**src/rtl/com_txp_pkg.sv**
```systemverilog
// com_txp_pkg: shared link definitions for the packet transmitter.
// Holds the packet type codes, PID bytes, framing bytes, the TX state
// encoding and small helpers that classify a packet type.
package com_txp_pkg;

    // Packet type codes (btype)
    localparam logic [3:0] BT_DLINK = 4'h1;
    localparam logic [3:0] BT_ACK   = 4'h2;
    localparam logic [3:0] BT_DATA0 = 4'h3;
    localparam logic [3:0] BT_DTYPE = 4'h5;
    localparam logic [3:0] BT_DTEMP = 4'h9;
    localparam logic [3:0] BT_NAK   = 4'hA;
    localparam logic [3:0] BT_DATA1 = 4'hB;
    localparam logic [3:0] BT_STL   = 4'hE;

    // PID bytes
    localparam logic [7:0] PID_ACK   = 8'h2D;
    localparam logic [7:0] PID_NAK   = 8'hA5;
    localparam logic [7:0] PID_STL   = 8'hE1;
    localparam logic [7:0] PID_DCTL  = 8'hD2;
    localparam logic [7:0] PID_DATA0 = 8'h96;
    localparam logic [7:0] PID_DATA1 = 8'h5A;

    // Framing bytes
    localparam logic [7:0] PRE_BYTE  = 8'h5A;
    localparam logic [7:0] SYNC_BYTE = 8'h0F;

    typedef enum logic [3:0] {
        S_IDLE,
        S_WAIT,
        S_PREM,
        S_SYNC,
        S_WPID,
        S_DNUM,
        S_WORK,
        S_CRC,
        S_GAP,
        S_DONE
    } state_e;

    function automatic logic bt_legal(input logic [3:0] bt);
        case (bt)
            BT_ACK, BT_NAK, BT_STL, BT_DLINK,
            BT_DTYPE, BT_DTEMP, BT_DATA0, BT_DATA1: bt_legal = 1'b1;
            default:                                bt_legal = 1'b0;
        endcase
    endfunction

    // Types that carry a length field, payload and CRC
    function automatic logic bt_is_data(input logic [3:0] bt);
        case (bt)
            BT_DLINK, BT_DTYPE, BT_DTEMP,
            BT_DATA0, BT_DATA1: bt_is_data = 1'b1;
            default:            bt_is_data = 1'b0;
        endcase
    endfunction

    function automatic logic bt_is_crc16(input logic [3:0] bt);
        bt_is_crc16 = (bt == BT_DATA0) || (bt == BT_DATA1);
    endfunction

    function automatic logic [7:0] bt_pid(input logic [3:0] bt);
        case (bt)
            BT_ACK:                       bt_pid = PID_ACK;
            BT_NAK:                       bt_pid = PID_NAK;
            BT_STL:                       bt_pid = PID_STL;
            BT_DLINK, BT_DTYPE, BT_DTEMP: bt_pid = PID_DCTL;
            BT_DATA0:                     bt_pid = PID_DATA0;
            BT_DATA1:                     bt_pid = PID_DATA1;
            default:                      bt_pid = 8'h00;
        endcase
    endfunction

endpackage

```
**src/rtl/com_txp_rdgen.sv**
```systemverilog
// com_txp_rdgen: payload RAM read generator.
// On start it latches base/dlen, waits a fixed lead so that read data
// returns exactly when the transmitter enters its payload state, then
// issues dlen consecutive reads (addresses wrap modulo 2^ADDR_W).
// Ports: clk, rst (async active-low), start (packet accepted), kill (abort),
//        dlen/base (request), ram_rxa/ram_ren (RAM read port).
module com_txp_rdgen #(
    parameter int ADDR_W  = 12,
    parameter int RAM_LAT = 2,
    parameter int PLEN    = 4
) (
    input  logic              clk,
    input  logic              rst,
    input  logic              start,
    input  logic              kill,
    input  logic [ADDR_W-1:0] dlen,
    input  logic [ADDR_W-1:0] base,
    output logic [ADDR_W-1:0] ram_rxa,
    output logic              ram_ren
);

    // Payload starts PLEN+4 cycles after the start edge; the first read must
    // be visible RAM_LAT cycles earlier, and ren is itself registered.
    localparam int LEAD = PLEN + 3 - RAM_LAT;

    logic [4:0]        dly;
    logic [ADDR_W-1:0] rem;
    logic [ADDR_W-1:0] addr;
    logic              active;
    logic              ren_q;

    always_ff @(posedge clk or negedge rst) begin
        if (!rst) begin
            dly     <= '0;
            rem     <= '0;
            addr    <= '0;
            active  <= 1'b0;
            ren_q   <= 1'b0;
            ram_rxa <= '0;
        end else if (start) begin
            dly    <= 5'(LEAD);
            rem    <= dlen;
            addr   <= base;
            active <= 1'b1;
            ren_q  <= 1'b0;
        end else if (kill) begin
            active <= 1'b0;
            ren_q  <= 1'b0;
        end else if (active && dly != 5'd0) begin
            dly   <= dly - 5'd1;
            ren_q <= 1'b0;
        end else if (active && rem != '0) begin
            ren_q   <= 1'b1;
            ram_rxa <= addr;
            addr    <= addr + ADDR_W'(1);
            rem     <= rem - ADDR_W'(1);
        end else begin
            active <= 1'b0;
            ren_q  <= 1'b0;
        end
    end

    // Abort suppresses a read already queued for this cycle.
    assign ram_ren = ren_q & ~kill;

endmodule

```
**src/rtl/crc16.sv**
```systemverilog
// crc16: byte-wide CRC16 accumulator (poly 0x8005, MSB first, init 0xFFFF).
// Ports: clk, rst (async active-low), clr (sync re-init), en (absorb din),
//        din[7:0], crc[15:0] (current register value).
module crc16 (
    input  logic        clk,
    input  logic        rst,
    input  logic        clr,
    input  logic        en,
    input  logic [7:0]  din,
    output logic [15:0] crc
);

    function automatic logic [15:0] crc16_byte(input logic [15:0] c, input logic [7:0] d);
        logic [15:0] r;
        r = c;
        for (int i = 7; i >= 0; i--) begin
            if (r[15] ^ d[i]) r = {r[14:0], 1'b0} ^ 16'h8005;
            else              r = {r[14:0], 1'b0};
        end
        return r;
    endfunction

    always_ff @(posedge clk or negedge rst) begin
        if (!rst)     crc <= 16'hFFFF;
        else if (clr) crc <= 16'hFFFF;
        else if (en)  crc <= crc16_byte(crc, din);
    end

endmodule

```
**src/rtl/crc5.sv**
```systemverilog
// crc5: byte-wide CRC5 accumulator (x^5 + x^2 + 1, MSB first, init 0x1F).
// Ports: clk, rst (async active-low), clr (sync re-init), en (absorb din),
//        din[7:0], crc[4:0] (current register value).
module crc5 (
    input  logic       clk,
    input  logic       rst,
    input  logic       clr,
    input  logic       en,
    input  logic [7:0] din,
    output logic [4:0] crc
);

    function automatic logic [4:0] crc5_byte(input logic [4:0] c, input logic [7:0] d);
        logic [4:0] r;
        r = c;
        for (int i = 7; i >= 0; i--) begin
            if (r[4] ^ d[i]) r = {r[3:0], 1'b0} ^ 5'h05;
            else             r = {r[3:0], 1'b0};
        end
        return r;
    endfunction

    always_ff @(posedge clk or negedge rst) begin
        if (!rst)     crc <= 5'h1F;
        else if (clr) crc <= 5'h1F;
        else if (en)  crc <= crc5_byte(crc, din);
    end

endmodule

```
**src/rtl/com_txp.sv**
```systemverilog
// com_txp: byte-serial packet transmitter.
// Frames one packet per fs/fd handshake: preamble, sync, PID, optional
// 2-byte length, RAM payload, CRC5/CRC16, then an idle gap.
// Ports: clk, rst (async active-low); fs/fd handshake; abort; btype, tx_dlen,
//        ram_addr_init (request, latched at start); ram_rxa/ram_ren/ram_rxd
//        (payload RAM); com_txd/com_txv (registered line byte); busy; err.
// Optional: define COM_TXP_STAT_EN to add pkt_cnt/abort_cnt saturating
//        packet statistics outputs.
module com_txp
    import com_txp_pkg::*;
#(
    parameter int ADDR_W  = 12,
    parameter int RAM_LAT = 2,
    parameter int PLEN    = 4,
    parameter int GAP_LEN = 2
) (
    input  logic              clk,
    input  logic              rst,
    input  logic              fs,
    output logic              fd,
    input  logic              abort,
    input  logic [3:0]        btype,
    input  logic [ADDR_W-1:0] tx_dlen,
    input  logic [ADDR_W-1:0] ram_addr_init,
    output logic [ADDR_W-1:0] ram_rxa,
    output logic              ram_ren,
    input  logic [7:0]        ram_rxd,
    output logic [7:0]        com_txd,
    output logic              com_txv,
    output logic              busy,
    output logic              err
`ifdef COM_TXP_STAT_EN
    ,
    output logic [15:0]       pkt_cnt,
    output logic [15:0]       abort_cnt
`endif
);

    generate
        if (PLEN + 3 < RAM_LAT) begin : g_lat_chk
            $error("com_txp: RAM_LAT exceeds the header length PLEN+3");
        end
    endgenerate

    state_e            state, state_nxt;
    logic [ADDR_W-1:0] cnt, cnt_nxt;
    logic [3:0]        bt_q;
    logic [ADDR_W-1:0] dlen_q;
    logic [7:0]        byte_nxt;
    logic              vld_nxt;
    logic              kill;
    logic              start;
    logic              aborted_q;
    logic [4:0]        crc5_val;
    logic [15:0]       crc16_val;

    assign busy  = !(state inside {S_IDLE, S_WAIT, S_DONE});
    assign fd    = (state == S_DONE);
    assign kill  = abort && busy;
    assign start = (state == S_WAIT) && fs && bt_legal(btype);

    always_comb begin
        state_nxt = state;
        cnt_nxt   = cnt + ADDR_W'(1);
        byte_nxt  = 8'h00;
        vld_nxt   = 1'b0;
        case (state)
            S_IDLE: begin
                state_nxt = S_WAIT;
                cnt_nxt   = '0;
            end
            S_WAIT: begin
                cnt_nxt = '0;
                if (fs) state_nxt = bt_legal(btype) ? S_PREM : S_DONE;
            end
            S_PREM: begin
                byte_nxt = PRE_BYTE;
                vld_nxt  = 1'b1;
                if (cnt == ADDR_W'(PLEN - 1)) begin
                    state_nxt = S_SYNC;
                    cnt_nxt   = '0;
                end
            end
            S_SYNC: begin
                byte_nxt  = SYNC_BYTE;
                vld_nxt   = 1'b1;
                state_nxt = S_WPID;
                cnt_nxt   = '0;
            end
            S_WPID: begin
                byte_nxt  = bt_pid(bt_q);
                vld_nxt   = 1'b1;
                state_nxt = bt_is_data(bt_q) ? S_DNUM : S_GAP;
                cnt_nxt   = '0;
            end
            S_DNUM: begin
                vld_nxt = 1'b1;
                if (cnt == '0) begin
                    byte_nxt = 8'(dlen_q >> 8);
                end else begin
                    byte_nxt  = dlen_q[7:0];
                    state_nxt = (dlen_q == '0) ? S_CRC : S_WORK;
                    cnt_nxt   = '0;
                end
            end
            S_WORK: begin
                byte_nxt = ram_rxd;
                vld_nxt  = 1'b1;
                if (cnt == dlen_q - ADDR_W'(1)) begin
                    state_nxt = S_CRC;
                    cnt_nxt   = '0;
                end
            end
            S_CRC: begin
                vld_nxt = 1'b1;
                if (!bt_is_crc16(bt_q)) begin
                    byte_nxt  = {3'b000, crc5_val};
                    state_nxt = S_GAP;
                    cnt_nxt   = '0;
                end else if (cnt == '0) begin
                    byte_nxt = crc16_val[15:8];
                end else begin
                    byte_nxt  = crc16_val[7:0];
                    state_nxt = S_GAP;
                    cnt_nxt   = '0;
                end
            end
            S_GAP: begin
                if (cnt == ADDR_W'(GAP_LEN - 1)) begin
                    state_nxt = S_DONE;
                    cnt_nxt   = '0;
                end
            end
            S_DONE: begin
                cnt_nxt = '0;
                if (!fs) state_nxt = S_WAIT;
            end
            default: begin
                state_nxt = S_IDLE;
                cnt_nxt   = '0;
            end
        endcase
        // Abort cuts the packet: no byte this cycle, then a normal gap.
        // An abort arriving inside the gap just lets the gap finish.
        if (kill) begin
            byte_nxt = 8'h00;
            vld_nxt  = 1'b0;
            if (state != S_GAP) begin
                state_nxt = S_GAP;
                cnt_nxt   = '0;
            end
        end
    end

    always_ff @(posedge clk or negedge rst) begin
        if (!rst) begin
            state     <= S_IDLE;
            cnt       <= '0;
            bt_q      <= 4'h0;
            dlen_q    <= '0;
            com_txd   <= 8'h00;
            com_txv   <= 1'b0;
            err       <= 1'b0;
            aborted_q <= 1'b0;
        end else begin
            state   <= state_nxt;
            cnt     <= cnt_nxt;
            com_txd <= byte_nxt;
            com_txv <= vld_nxt;
            err     <= (state == S_WAIT) && fs && !bt_legal(btype);
            if (state == S_WAIT) begin
                aborted_q <= 1'b0;
                if (fs) begin
                    bt_q   <= btype;
                    dlen_q <= tx_dlen;
                end
            end else if (kill) begin
                aborted_q <= 1'b1;
            end
        end
    end

    com_txp_rdgen #(
        .ADDR_W  (ADDR_W),
        .RAM_LAT (RAM_LAT),
        .PLEN    (PLEN)
    ) u_rdgen (
        .clk     (clk),
        .rst     (rst),
        .start   (start),
        .kill    (kill),
        .dlen    (bt_is_data(btype) ? tx_dlen : '0),
        .base    (ram_addr_init),
        .ram_rxa (ram_rxa),
        .ram_ren (ram_ren)
    );

    // CRC covers payload bytes only; re-initialised while waiting for a request.
    crc5 u_crc5 (
        .clk (clk),
        .rst (rst),
        .clr (state == S_WAIT),
        .en  ((state == S_WORK) && !kill),
        .din (ram_rxd),
        .crc (crc5_val)
    );

    crc16 u_crc16 (
        .clk (clk),
        .rst (rst),
        .clr (state == S_WAIT),
        .en  ((state == S_WORK) && !kill),
        .din (ram_rxd),
        .crc (crc16_val)
    );

`ifdef COM_TXP_STAT_EN
    logic enter_done;
    assign enter_done = (state != S_DONE) && (state_nxt == S_DONE);

    always_ff @(posedge clk or negedge rst) begin
        if (!rst) begin
            pkt_cnt   <= 16'h0000;
            abort_cnt <= 16'h0000;
        end else if (enter_done) begin
            if (aborted_q || kill) begin
                if (abort_cnt != 16'hFFFF) abort_cnt <= abort_cnt + 16'd1;
            end else begin
                if (pkt_cnt != 16'hFFFF) pkt_cnt <= pkt_cnt + 16'd1;
            end
        end
    end
`endif

endmodule

```
**config.mk**
```make
export PLATFORM = sky130hd
export DESIGN_NAME = com_txp
export DESIGN_NICKNAME = d
export VERILOG_FILES = /design/src/rtl/com_txp_pkg.sv /design/src/rtl/com_txp_rdgen.sv /design/src/rtl/crc16.sv /design/src/rtl/crc5.sv /design/src/rtl/com_txp.sv
export SDC_FILE = /design/constraint.sdc
export NUM_CORES = 1
export LEC_CHECK = 0
export CELL_PAD_IN_SITES_DETAIL_PLACEMENT = 1
export CELL_PAD_IN_SITES_GLOBAL_PLACEMENT = 1
export CORE_MARGIN = 2
export CORE_UTILIZATION = 35
export CTS_BUF_LIST = sky130_fd_sc_hd__clkbuf_16
export CTS_CLUSTER_SIZE = 14
export DETAILED_ROUTE_END_ITERATION = 8
export MAX_ROUTING_LAYER = met4
export PLACE_DENSITY = 0.72
export SYNTH_ARGS = -nofsm -noshare
export SYNTH_HDL_FRONTEND = slang
export SYNTH_SLANG_ARGS = --single-unit
```
**constraint.sdc**
```tcl
create_clock -name clk -period 4.5 [get_ports clk]
set_clock_uncertainty 0.15 [all_clocks]
set_input_delay 0.45 -clock clk [delete_from_list [all_inputs] [get_ports clk]]
set_output_delay 0.45 -clock clk [all_outputs]
set_load 0.02 [all_outputs]
```
==> results of run 1 <==
## routing by layer
layer	part of all wire, %	vias up
met5	0	-
met4	2.0	0
met3	2.8	26
met2	50	93
li1	-	2604
met1	45	2769
## Yosys cell counts, types with 5 or more instances
master	n
sky130_fd_sc_hd__nor3_1	19
sky130_fd_sc_hd__nand3_1	14
sky130_fd_sc_hd__mux2i_1	9
sky130_fd_sc_hd__nor2_1	47
sky130_fd_sc_hd__a31oi_1	8
sky130_fd_sc_hd__a21o_1	5
sky130_fd_sc_hd__nand2b_1	9
sky130_fd_sc_hd__and4_1	5
sky130_fd_sc_hd__nand4_1	12
sky130_fd_sc_hd__inv_1	22
sky130_fd_sc_hd__nand2_1	62
sky130_fd_sc_hd__and2_1	6
sky130_fd_sc_hd__xor2_1	32
sky130_fd_sc_hd__ha_1	12
sky130_fd_sc_hd__o31ai_1	11
sky130_fd_sc_hd__or3_1	18
sky130_fd_sc_hd__clkbuf_1	26
sky130_fd_sc_hd__or4_1	7
sky130_fd_sc_hd__xnor2_1	45
sky130_fd_sc_hd__dfrtp_1	85
sky130_fd_sc_hd__mux2_2	25
sky130_fd_sc_hd__o21ai_0	35
sky130_fd_sc_hd__dfstp_2	21
sky130_fd_sc_hd__o22a_1	11
sky130_fd_sc_hd__a21oi_1	56
sky130_fd_sc_hd__nor2b_1	6
sky130_fd_sc_hd__buf_2	8
## sequential cells by signal (all words and copies together), names as in the netlist
| name | count |
|---|---|
| dlen_q | 12 |
| u_rdgen.ren_q | 1 |
| com_txd | 8 |
| cnt | 12 |
| u_rdgen.ram_rxa | 12 |
| state | 4 |
| u_crc16.crc | 16 |
| u_rdgen.dly | 5 |
| u_crc5.crc | 5 |
| err | 1 |
| u_rdgen.active | 1 |
| com_txv | 1 |
| u_rdgen.addr | 12 |
| bt_q | 4 |
| u_rdgen.rem | 12 |
## path summary, 6_finish.rpt
kind	startpoint	endpoint	cells past startpoint	slack, ns
max in group asynchronous	rst	cnt[1]$_DFF_PN0_	2	3.09
min in group clk	u_rdgen.ram_rxa[3]$_DFFE_PN0P_	u_rdgen.ram_rxa[3]$_DFFE_PN0P_	1	0.36
worst min register to register	u_rdgen.ram_rxa[3]$_DFFE_PN0P_	u_rdgen.ram_rxa[3]$_DFFE_PN0P_	1	0.36
worst max-delay path	dlen_q[0]$_DFFE_PN0P_	cnt[2]$_DFF_PN0_	8	1.09
worst max register to register	dlen_q[0]$_DFFE_PN0P_	cnt[2]$_DFF_PN0_	8	1.09
worst min-delay path	rst	com_txd[5]$_DFF_PN0_	1	0.11
## critical path, stage by stage (launching register included)
cell	delay [ns]
sky130_fd_sc_hd__dfrtp_1	0.48
sky130_fd_sc_hd__inv_1	0.12
sky130_fd_sc_hd__ha_1	0.32
sky130_fd_sc_hd__or4b_4	0.54
sky130_fd_sc_hd__or3_1	0.38
sky130_fd_sc_hd__a2111oi_2	0.38
sky130_fd_sc_hd__o2111ai_1	0.21
sky130_fd_sc_hd__nor2_2	0.49
sky130_fd_sc_hd__o31ai_1	0.18
## cell families (layout without fill, tap and decap cells)
kind of cell | after synthesis | in the layout
flip-flops | 106 | 106
AND/OR/NAND/NOR | 234 | 234
AO/OA/AOI/OAI | 173 | 173
multiplexers | 35 | 35
buffers and inverters | 61 | 109
adder cells (fa/ha/maj) | 12 | 12
XOR/XNOR | 78 | 78
## per-stage QoR
step                instance area (µm²)  setup WS, ns  power [mW]  instances
finish                             7670          1.09        4.47        981
floorplan                          6540          1.64        2.95        699
CTS                                7670          1.10        4.50        981
global route                       7670         0.846        4.79        981
detailed placement                 7360          1.12        3.62        965
global placement                   7360          1.34        3.50        965
## cell type report
class                           instances  area share [%]
Inverter                               22            1.08
Clock buffer                            9            2.93
Tap cell                              234            3.82
Multi-Input combinational cell        532            47.1
Clock inverter                          7            1.21
Sequential cell                       106            34.9
Timing Repair Buffer                   71            9.00
## layout by cell type (no fill, tap or decap), types with 5 or more instances in the layout
cell type	n
sky130_fd_sc_hd__a21o_1	5
sky130_fd_sc_hd__a21oi_1	56
sky130_fd_sc_hd__a31oi_1	8
sky130_fd_sc_hd__and2_1	6
sky130_fd_sc_hd__and4_1	5
sky130_fd_sc_hd__buf_4	8
sky130_fd_sc_hd__clkbuf_16	9
sky130_fd_sc_hd__clkdlybuf4s50_1	63
sky130_fd_sc_hd__dfrtp_1	85
sky130_fd_sc_hd__dfstp_2	21
sky130_fd_sc_hd__ha_1	12
sky130_fd_sc_hd__inv_1	22
sky130_fd_sc_hd__mux2_2	25
sky130_fd_sc_hd__mux2i_1	9
sky130_fd_sc_hd__nand2_1	62
sky130_fd_sc_hd__nand2b_1	9
sky130_fd_sc_hd__nand3_1	14
sky130_fd_sc_hd__nand4_1	12
sky130_fd_sc_hd__nor2_1	47
sky130_fd_sc_hd__nor2b_1	6
sky130_fd_sc_hd__nor3_1	18
sky130_fd_sc_hd__o21ai_0	34
sky130_fd_sc_hd__o22a_1	11
sky130_fd_sc_hd__o31ai_1	11
sky130_fd_sc_hd__or3_1	18
sky130_fd_sc_hd__or4_1	7
sky130_fd_sc_hd__xnor2_1	45
sky130_fd_sc_hd__xor2_1	32
## power breakdown
part | total (mW) | switching (mW) | internal (mW)
Sequential | 1.69 | 0.433 | 1.25
Clock | 0.853 | 0.404 | 0.449
Combinational | 1.93 | 1.08 | 0.846
==> results by group, run 1 <==
Synth
  – Dominant combinational cell family by area after synthesis: simple AND/OR/NAND/NOR gates
  – Fraction of the mapped netlist area in compound gates: 17.2%
  – Yosys Warn Count: 0
  – Number of distinct library cells after synthesis: 71
  – Post-synth EDFFs: 0
  – Total of flip-flops plus latches after synthesis: 106
  – Share of synthesized cell area in and, or, nand and nor gates: 19.0%
  – Average instance area after synthesis: 9.36 µm²
  – Area of the mapped netlist: 6540 µm²
  – Dominant cell type by area after synthesis: sky130_fd_sc_hd__dfrtp_1
  – Yosys top cell area share: 32.5%
  – Fraction of the yosys area taken by sequential cells: 40.9%
  – Fraction of synthesis flops using an asynchronous set or reset pin: 100%
  – Main area contributors after synthesis: sky130_fd_sc_hd__dfrtp_1 (33%), sky130_fd_sc_hd__dfstp_2 (8.4%), sky130_fd_sc_hd__xnor2_1 (6.0%)
  – Net count of the mapped netlist: 751
  – Gate count of the mapped netlist: 699
  – Arithmetic-cell share of the synthesized area counting full adders, half adders and majority gates: 2.29%
  – Share of synthesized area spent on multiplexers: 5.85%
  – Primary flip-flop cell chosen by synthesis mapping: sky130_fd_sc_hd__dfrtp_1
  – Synthesized-area fraction occupied by xor and xnor cells: 10.7%

Routing
  – Count of vias placed by the detailed router: 5492
  – Average wire per standard cell: 19.8 µm
  – Overall routed net length: 19.4 mm
  – Detailed router's first-iteration violation count: 299
  – Via density per instance: 5.60
  – DRC errors left: 0
  – First drt pass iteration count: 5
  – Final ANT Viol Nets: 0

Final layout
  – Count of filler cells inserted in the layout: 2103
  – Layout-stage area growth over the synthesis result: 17.3%
  – Sequential cell area: 2680 µm²
  – Area taken by multi-input logic gates: 3610 µm²
  – Proportion of layout cells with a drive suffix above 1: 11.4%
  – # nets final: 794
  – Util after Layout: 41.4%
  – Antenna diode count: 0

STA
  – Final-layout setup total negative slack: 0 ns
  – Post-Route Hold Slack: 0.108 ns
  – Remaining max-slew budget at the tightest pin: 27.1%
  – Final critical-path share of the clock period: 75.8%
  – Least-Margin Pin Slew: 1.09 ns
  – Unrepaired setup endpoints after global routing: false
  – Post-route minimum period: 3.41 ns
  – Final count of pins violating max slew: 0
  – Total count of hold-check failures in the final report: 0
  – Achievable clock frequency: 0.293 GHz
  – Setup-failing EPs final: 0

Clock network
  – Maximum count of clock buffers along a single path: 2
  – TritonCTS clock tree: done
  – Post-CTS Hold Buffers: 0
  – Clock Sinks: 106
  – Clock network latency to the later pin of the worst-skew pair: 0.36 ns
  – Number of setup buffers added after CTS: 0
  – Clock root buffer: sky130_fd_sc_hd__clkbuf_16
  – Num CTS Buffers: 9
  – H-Tree Level Count: 3
  – Resized Gates After CTS: 0
  – Clock-pin slew on the worst setup and hold paths: 0.08 ns

Global routing
  – GRT Max-Usage Layer: met2
  – Largest net degree at the start of global routing: 79
  – Global-route track usage on met1: 26.1%
  – Vias in the first global route: 5954
  – Global routing met3 resource utilization: 3.09%
  – Overall Global Routing Usage: 21.0%
  – First-pass GRT wire length: 32.2 mm
  – Remaining global-route overflow: 0
  – GR met2 Demand/Resource: 35.8%
  – Number of antenna violations at the first check in global routing: 0

Placement
  – Count of buffers inserted at the top-level ports: 64
  – Half-perimeter wire length of the detailed placement result: 14.2 mm
  – Final GP Congestion: 0.879

Status
  – Run status: finished, final reports clean

Power
  – Leakage dissipation: 2.97 nW
  – Max IR drop VDD: 304 µV
  – Pwr dens: 582 nW/µm²

Floorplanning
  – Top-level port count: 65
  – Cell row count: 50
  – Die area: 19800 µm²
  – Initial standard-cell utilization of the core: 35.3%
  – Chip width: 141 µm
  – Core footprint: 18500 µm²
  – Die boundary height: 141 µm

Worst setup path
  – Maximum fanout along the worst path: 12
  – Element type at the critical path end: flop
  – Critical path launch point type: flop
  – CP Data Required Time: 4.54 ns
  – Class of the most critical setup path: flop to flop
  – Arrival time at the worst endpoint: 3.45 ns

Hold path
  – Type of the worst min-delay path: input pin to async pin

Run
  – Number of max-capacitance violations reported: 0
Power figures use the tool's default switching activity.
==> run 2, diff against run 1 <==
--- a/config.mk
+++ b/config.mk
@@ -13,7 +13,7 @@
 export CTS_CLUSTER_SIZE = 14
 export DETAILED_ROUTE_END_ITERATION = 8
 export MAX_ROUTING_LAYER = met4
-export PLACE_DENSITY = 0.72
+export PLACE_DENSITY = 0.74
 export SYNTH_ARGS = -nofsm -noshare
 export SYNTH_HDL_FRONTEND = slang
 export SYNTH_SLANG_ARGS = --single-unit
==> constraint.sdc (replaced) <==
create_clock -name clk -period 2.95 [get_ports clk]
set_clock_uncertainty 0.15 [all_clocks]
set_input_delay 0.295 -clock clk [delete_from_list [all_inputs] [get_ports clk]]
set_output_delay 0.295 -clock clk [all_outputs]
set_load 0.02 [all_outputs]
==> results by group, run 2 (synthesized netlist as in run 1, its figures left out) <==
Status
  – Run status: finished, final reports clean

STA
  – Achievable clock frequency: 0.350 GHz
  – Post-Route Hold Slack: 0.342 ns
  – Post-route minimum period: 2.85 ns
  – Final critical-path share of the clock period: 96.8%
  – Total count of hold-check failures in the final report: 0
  – Least-Margin Pin Slew: 0.889 ns
  – Final count of pins violating max slew: 0
  – Setup-failing EPs final: 0
  – Worst Slack Setup Final: 0.0951 ns
  – Remaining max-slew budget at the tightest pin: 40.7%

Placement
  – Cell area after placement: 7580 µm²
  – Final GP Congestion: 0.840
  – Half-perimeter wire length of the detailed placement result: 14.8 mm
  – Minimum setup slack after placement: -0.0269 ns
  – Count of buffers inserted at the top-level ports: 64

Global routing
  – Largest net degree at the start of global routing: 68
  – Number of antenna violations at the first check in global routing: 1
  – First-pass GRT wire length: 32.3 mm
  – Overall Global Routing Usage: 21.1%
  – Remaining global-route overflow: 0
  – Vias in the first global route: 6141

Clock network
  – Num CTS Buffers: 9
  – Maximum count of clock buffers along a single path: 2
  – Number of setup buffers added after CTS: 0
  – H-Tree Level Count: 3
  – Clock network latency to the later pin of the worst-skew pair: 0.36 ns
  – Clock-pin slew on the worst setup and hold paths: 0.08 ns
  – Clock root buffer: sky130_fd_sc_hd__clkbuf_16
  – TritonCTS clock tree: done
  – Clock Sinks: 106

Routing
  – Count of vias placed by the detailed router: 5732
  – DRC errors left: 0
  – Detailed router's first-iteration violation count: 331
  – Final ANT Viol Nets: 0
  – First drt pass iteration count: 5
  – Overall routed net length: 19.7 mm
  – Via density per instance: 5.66
  – Average wire per standard cell: 19.4 µm

Worst setup path
  – Class of the most critical setup path: flop to flop
  – Critical path launch point type: flop
  – Buffering stage count on the worst path with inverters included: 2
  – Element type at the critical path end: flop
  – Arrival time at the worst endpoint: 2.95 ns
  – CP Data Required Time: 3.05 ns
  – Worst Reg2Reg Path Length in Cells: 9
  – Setup slack, reg-to-reg: 0.1 ns
  – Origin of the worst setup path: u_rdgen.rem[0]$_DFFE_PN0P_
  – Worst-path cell chain: inv_1 > ha_1 > or3b_2 > nor4_4 > or4_4 > buf_4 > nand2_1 > o21a_1 > o22a_1
  – Slowest stage delay, CP: 0.53 ns
  – CP delay by family, top: simple AND/OR/NAND/NOR gates
  – Launching point of the worst reg2reg path: u_rdgen.rem[0]$_DFFE_PN0P_
  – Maximum fanout along the worst path: 7
  – End of the worst register-to-register path: u_rdgen.rem[11]$_DFFE_PN0P_
  – Slowest CP cell: sky130_fd_sc_hd__or3b_2

Power
  – Switching Fraction: 43.1%
  – Max IR drop VDD: 405 µV
  – Share of total power in sequential cells: 35.1%
  – Fraction of power consumed by combinational cells: 48.0%
  – Internal Pwr Total: 3.93 mW
  – Leakage dissipation: 3.12 nW
  – Power after layout: 6.91 mW
  – Pwr dens: 873 nW/µm²
  – Part of the total power dissipated in the clock network: 17.0%
  – Switching power summed over all nets: 2.98 mW

Final layout
  – Most frequent cells in the layout: sky130_fd_sc_hd__dfrtp_1 (85), sky130_fd_sc_hd__clkdlybuf4s50_1 (63), sky130_fd_sc_hd__nand2_1 (62)
  – Proportion of layout cells with a drive suffix above 1: 14.9%
  – Area of all placed cells without fillers: 7910 µm²
  – Register ranked first by flip-flop count: u_crc16.crc
  – Layout-stage area growth over the synthesis result: 20.9%
  – # nets final: 826
  – Max FFs per register: 16
  – Leading cell type in the layout, fill and taps excluded: sky130_fd_sc_hd__dfrtp_1

Floorplanning
  – Initial standard-cell utilization of the core: 35.3%
  – Die boundary height: 141 µm
  – Core footprint: 18500 µm²
  – Chip width: 141 µm
  – Top-level port count: 65
  – Die area: 19800 µm²
  – Cell row count: 50

Hold path
  – Hold Path Stages: 3
  – Worst hold endpoint: u_rdgen.addr[3]$_DFFE_PN0P_
  – Hold path start: ram_addr_init[3]
  – Type of the worst min-delay path: input pin to flop

Run
  – Number of max-capacitance violations reported: 0
## run 2: cell types whose count changed in the layout (fill, tap and decap cells not counted), sizes merged
cell and change:
bufinv -1, inv -2, buf +31, clkinv +2, dlygate4sd3 +1, diode +1
## run 2: worst reg2reg max path: stages, from the launching register on
cell	delay, ns
sky130_fd_sc_hd__dfrtp_1	0.40
sky130_fd_sc_hd__inv_1	0.13
sky130_fd_sc_hd__ha_1	0.23
sky130_fd_sc_hd__or3b_2	0.53
sky130_fd_sc_hd__nor4_4	0.40
sky130_fd_sc_hd__or4_4	0.23
sky130_fd_sc_hd__buf_4	0.14
sky130_fd_sc_hd__nand2_1	0.19
sky130_fd_sc_hd__o21a_1	0.18
sky130_fd_sc_hd__o22a_1	0.18
## run 2: power groups by stage
stage / Combinational (mW) / Sequential [mW] / Clock (mW)
floorplan: 2.16 / 2.35 / 0
global placement: 3.07 / 2.41 / 0
detailed placement: 3.23 / 2.44 / 0
CTS: 3.26 / 2.43 / 1.20
global route: 3.64 / 2.50 / 1.25
finish: 3.31 / 2.42 / 1.17
## run 2: cell type report
| class | instances | area, µm² |
|---|---|---|
| Antenna cell | 1 | 2.50 |
| Clock buffer | 9 | 225 |
| Timing Repair Buffer | 103 | 933 |
| Inverter | 22 | 82.6 |
| Tap cell | 234 | 293 |
| Multi-Input combinational cell | 532 | 3650 |
| Clock inverter | 6 | 48.8 |
| Fill cell | 2136 | 10600 |
| Sequential cell | 106 | 2680 |
## run 2: routing by layer
layer	up-vias	global-route usage (%)	share of wire [%]
li1	2674	-	-
met1	2881	25.8	44
met2	146	35.2	49
met3	31	3.91	4.6
met4	0	7.11	2.4
met5	-	-	0
## run 2: worst max-delay path by stage
stage,end,slack [ns],depth (start not counted)
after CTS,u_rdgen.addr[7]$_DFFE_PN0P_,-0.01,8
after global placement,u_rdgen.addr[4]$_DFFE_PN0P_,0.15,8
after detailed placement,u_rdgen.addr[7]$_DFFE_PN0P_,-0.03,8
after floorplan,cnt[10]$_DFF_PN0_,0.09,11
after global routing,u_rdgen.rem[11]$_DFFE_PN0P_,-0.02,9
final,u_rdgen.rem[11]$_DFFE_PN0P_,0.1,9
## run 2: metrics by stage
step	util [%]	std cells	TNS (ns)
after CTS	42.5	1012	-0.0169
after global routing	42.7	1013	-0.0220
final	42.7	1013	0
after detailed placement	41.0	996	-0.0322
after global placement	41.0	996	0
after floorplan	-	699	0
## run 2: what timing repair did
action | 4_1_cts | 5_1_grt
hold buffers | 1 | 0
gates resized for setup | 0 | 5
endpoints found under the hold margin | 55 | 0
setup endpoints to repair | 2 | 26
==> run 3, diff against run 2 <==
--- a/config.mk
+++ b/config.mk
@@ -16,4 +16,5 @@
 export PLACE_DENSITY = 0.74
 export SYNTH_ARGS = -nofsm -noshare
 export SYNTH_HDL_FRONTEND = slang
+export SYNTH_HIERARCHICAL = 1
 export SYNTH_SLANG_ARGS = --single-unit
==> results by group, run 3 <==
Floorplanning
  – Cell row count: 51
  – Die boundary height: 143 µm
  – Core footprint: 19300 µm²
  – Die area: 20600 µm²
  – Top-level port count: 65
  – Initial standard-cell utilization of the core: 35.3%
  – Chip width: 143 µm

Synth
  – Net count of the mapped netlist: 768
  – Gate count of the mapped netlist: 717
  – Dominant cell type by area after synthesis: sky130_fd_sc_hd__dfrtp_1
  – Number of distinct library cells after synthesis: 75
  – Post-synth EDFFs: 0
  – Yosys top cell area share: 31.2%
  – Yosys Warn Count: 6
  – Fraction of synthesis flops using an asynchronous set or reset pin: 100%
  – Primary flip-flop cell chosen by synthesis mapping: sky130_fd_sc_hd__dfrtp_1
  – Fraction of the yosys area taken by sequential cells: 39.3%
  – Average instance area after synthesis: 9.50 µm²
  – Most instantiated library cell after synthesis: sky130_fd_sc_hd__dfrtp_1
  – Total of flip-flops plus latches after synthesis: 106
  – Main area contributors after synthesis: sky130_fd_sc_hd__dfrtp_1 (31%), sky130_fd_sc_hd__dfstp_2 (8.1%), sky130_fd_sc_hd__mux2_2 (5.3%)
  – Most common library cells after synthesis: sky130_fd_sc_hd__dfrtp_1 (85), sky130_fd_sc_hd__nor2_1 (65), sky130_fd_sc_hd__nand2_1 (39)
  – Area of the mapped netlist: 6810 µm²

Worst setup path
  – Slowest CP cell: sky130_fd_sc_hd__nor4b_1
  – Slowest stage delay, CP: 0.71 ns
  – Critical path launch point type: flop
  – Maximum fanout along the worst path: 34
  – CP Data Required Time: 3.05 ns
  – Worst-path cell chain: inv_1 > ha_1 > nor4b_1 > and4_1 > buf_4 > nor4_1 > a221o_1
  – Element type at the critical path end: flop
  – Arrival time at the worst endpoint: 2.88 ns
  – Class of the most critical setup path: flop to flop

Clock network
  – Number of setup buffers added after CTS: 0
  – Maximum count of clock buffers along a single path: 2
  – Clock-pin slew on the worst setup and hold paths: 0.08 ns
  – TritonCTS clock tree: done
  – Num CTS Buffers: 9
  – Clock network latency to the later pin of the worst-skew pair: 0.36 ns
  – H-Tree Level Count: 3
  – Clock root buffer: sky130_fd_sc_hd__clkbuf_16
  – Clock Sinks: 106

Global routing
  – Number of antenna violations at the first check in global routing: 0
  – Overall Global Routing Usage: 20.7%
  – First-pass GRT wire length: 32.4 mm
  – Largest net degree at the start of global routing: 81
  – Remaining global-route overflow: 0
  – Vias in the first global route: 5929

Status
  – Run status: finished, final reports clean

Power
  – Max IR drop VDD: 496 µV
  – Leakage dissipation: 3.11 nW
  – Pwr dens: 876 nW/µm²

STA
  – Final critical-path share of the clock period: 94.3%
  – Achievable clock frequency: 0.359 GHz
  – Post-route minimum period: 2.78 ns
  – Final count of pins violating max slew: 0
  – Unrepaired setup endpoints after global routing: false
  – Total count of hold-check failures in the final report: 0
  – Least-Margin Pin Slew: 1.02 ns
  – Remaining max-slew budget at the tightest pin: 31.5%
  – Final-layout setup total negative slack: 0 ns
  – Setup-failing EPs final: 0

Routing
  – Final ANT Viol Nets: 0
  – Via density per instance: 5.51
  – Detailed router's first-iteration violation count: 338
  – Average wire per standard cell: 19.0 µm
  – DRC errors left: 0
  – First drt pass iteration count: 5
  – Count of vias placed by the detailed router: 5732
  – Overall routed net length: 19.7 mm

Final layout
  – Area of all placed cells without fillers: 8090 µm²
  – Leading cell type in the layout, fill and taps excluded: sky130_fd_sc_hd__dfrtp_1
  – Most frequent cells in the layout: sky130_fd_sc_hd__dfrtp_1 (85), sky130_fd_sc_hd__nor2_1 (64), sky130_fd_sc_hd__clkdlybuf4s50_1 (63)
  – Layout-stage area growth over the synthesis result: 18.8%
  – # nets final: 822
  – Proportion of layout cells with a drive suffix above 1: 16.2%
  – Max FFs per register: 16
  – Antenna diode count: 0
  – Register ranked first by flip-flop count: u_crc16/crc

Placement
  – Final GP Congestion: 0.828
  – Cell area after placement: 7780 µm²
  – Half-perimeter wire length of the detailed placement result: 14.4 mm
  – Count of buffers inserted at the top-level ports: 64

Run
  – Number of max-capacitance violations reported: 0

Hold path
  – Type of the worst min-delay path: input pin to async pin
-- run 3: changes by cell type in the layout (fill, tap and decap cells not counted), sizes merged, moves of 12 or more --
cell | before | now
a21oi | 56 | 23
nand2 | 63 | 39
a31oi | 8 | 24
buf | 39 | 23
nor2 | 49 | 65
and3 | 2 | 17
nor3 | 19 | 31
-- run 3: final timing paths --
kind	endpoint	from	cells after the start	slack, ns
worst max-delay path	u_rdgen/addr[0]$_DFFE_PN0P_	u_rdgen/rem[0]$_DFFE_PN0P_	7	0.17
worst min-delay path	com_txd[3]$_DFF_PN0_	rst	2	0.24
worst max register to register	u_rdgen/addr[0]$_DFFE_PN0P_	u_rdgen/rem[0]$_DFFE_PN0P_	7	0.17
worst min register to register	u_rdgen/ram_rxa[5]$_DFFE_PN0P_	u_rdgen/ram_rxa[5]$_DFFE_PN0P_	1	0.37
max in group asynchronous	u_crc16/crc[3]$_DFFE_PN1P_	rst	3	1.64
min in group clk	u_rdgen/addr[1]$_DFFE_PN0P_	ram_addr_init[1]	3	0.34
-- run 3: logic make-up (layout without fill, tap and decap cells) --
family | Yosys count | in the layout | share of synthesized area, %
and+or+nand+nor | 280 | 280 | 23.3
buffers and inverters | 73 | 132 | 4.74
xor gates and xnor gates | 62 | 62 | 9.28
DFF | 106 | 106 | 39.3
AOI/OAI and AO/OA | 138 | 138 | 13.7
adders and majority gates | 11 | 11 | 2.02
muxes | 47 | 47 | 7.68
-- run 3: layout make-up --
class	instances	area [µm²]
clock buffer	9	225
clock inverter	7	65.1
fill	2222	11200
inverter	29	109
multi-input combinational	538	3830
sequential	106	2680
tap	265	332
timing repair buffer	87	851
-- run 3: power by group --
group          internal [mW]  switching [mW]  leakage, nW
combinational           1.53            1.90         1.70
clock                  0.590           0.612        0.138
sequential              1.91           0.553         1.27
-- run 3: metal layers --
layer,up-vias,global-route usage (%),routed length [µm]
met4,0,5.21,255
li1,2699,-,-
met3,19,3.37,767
met2,110,32.8,9520
met5,-,-,0
met1,2904,27.9,9200
-- run 3: critical path, delay by kind of cell (launching register included) --
kind / cells / cell delay (ns)
adders and majority gates: 1 / 0.17
DFF: 1 / 0.40
buffers and inverters: 2 / 0.48
AOI/OAI and AO/OA: 1 / 0.27
and+or+nand+nor: 3 / 1.20
-- run 3: metrics by stage --
step                setup slack [ns]  util, %  hold WS [ns]  std cells  total power, mW
floorplan                     0.0774        -        -0.151        717             4.65
global placement               0.114     40.4        0.0958       1024             5.78
detailed placement            0.0262     40.4        0.0914       1024             5.88
CTS                            0.147     42.0         0.240       1041             7.14
global route                  0.0458     42.0         0.268       1041             7.61
finish                         0.168     42.0         0.239       1041             7.09
-- run 3: timing repair --
action,4_1_cts,5_1_grt
resized for setup,0,1
hold buffers,1,0
hold endpoints to repair,26,0
endpoints found under the setup margin,0,12
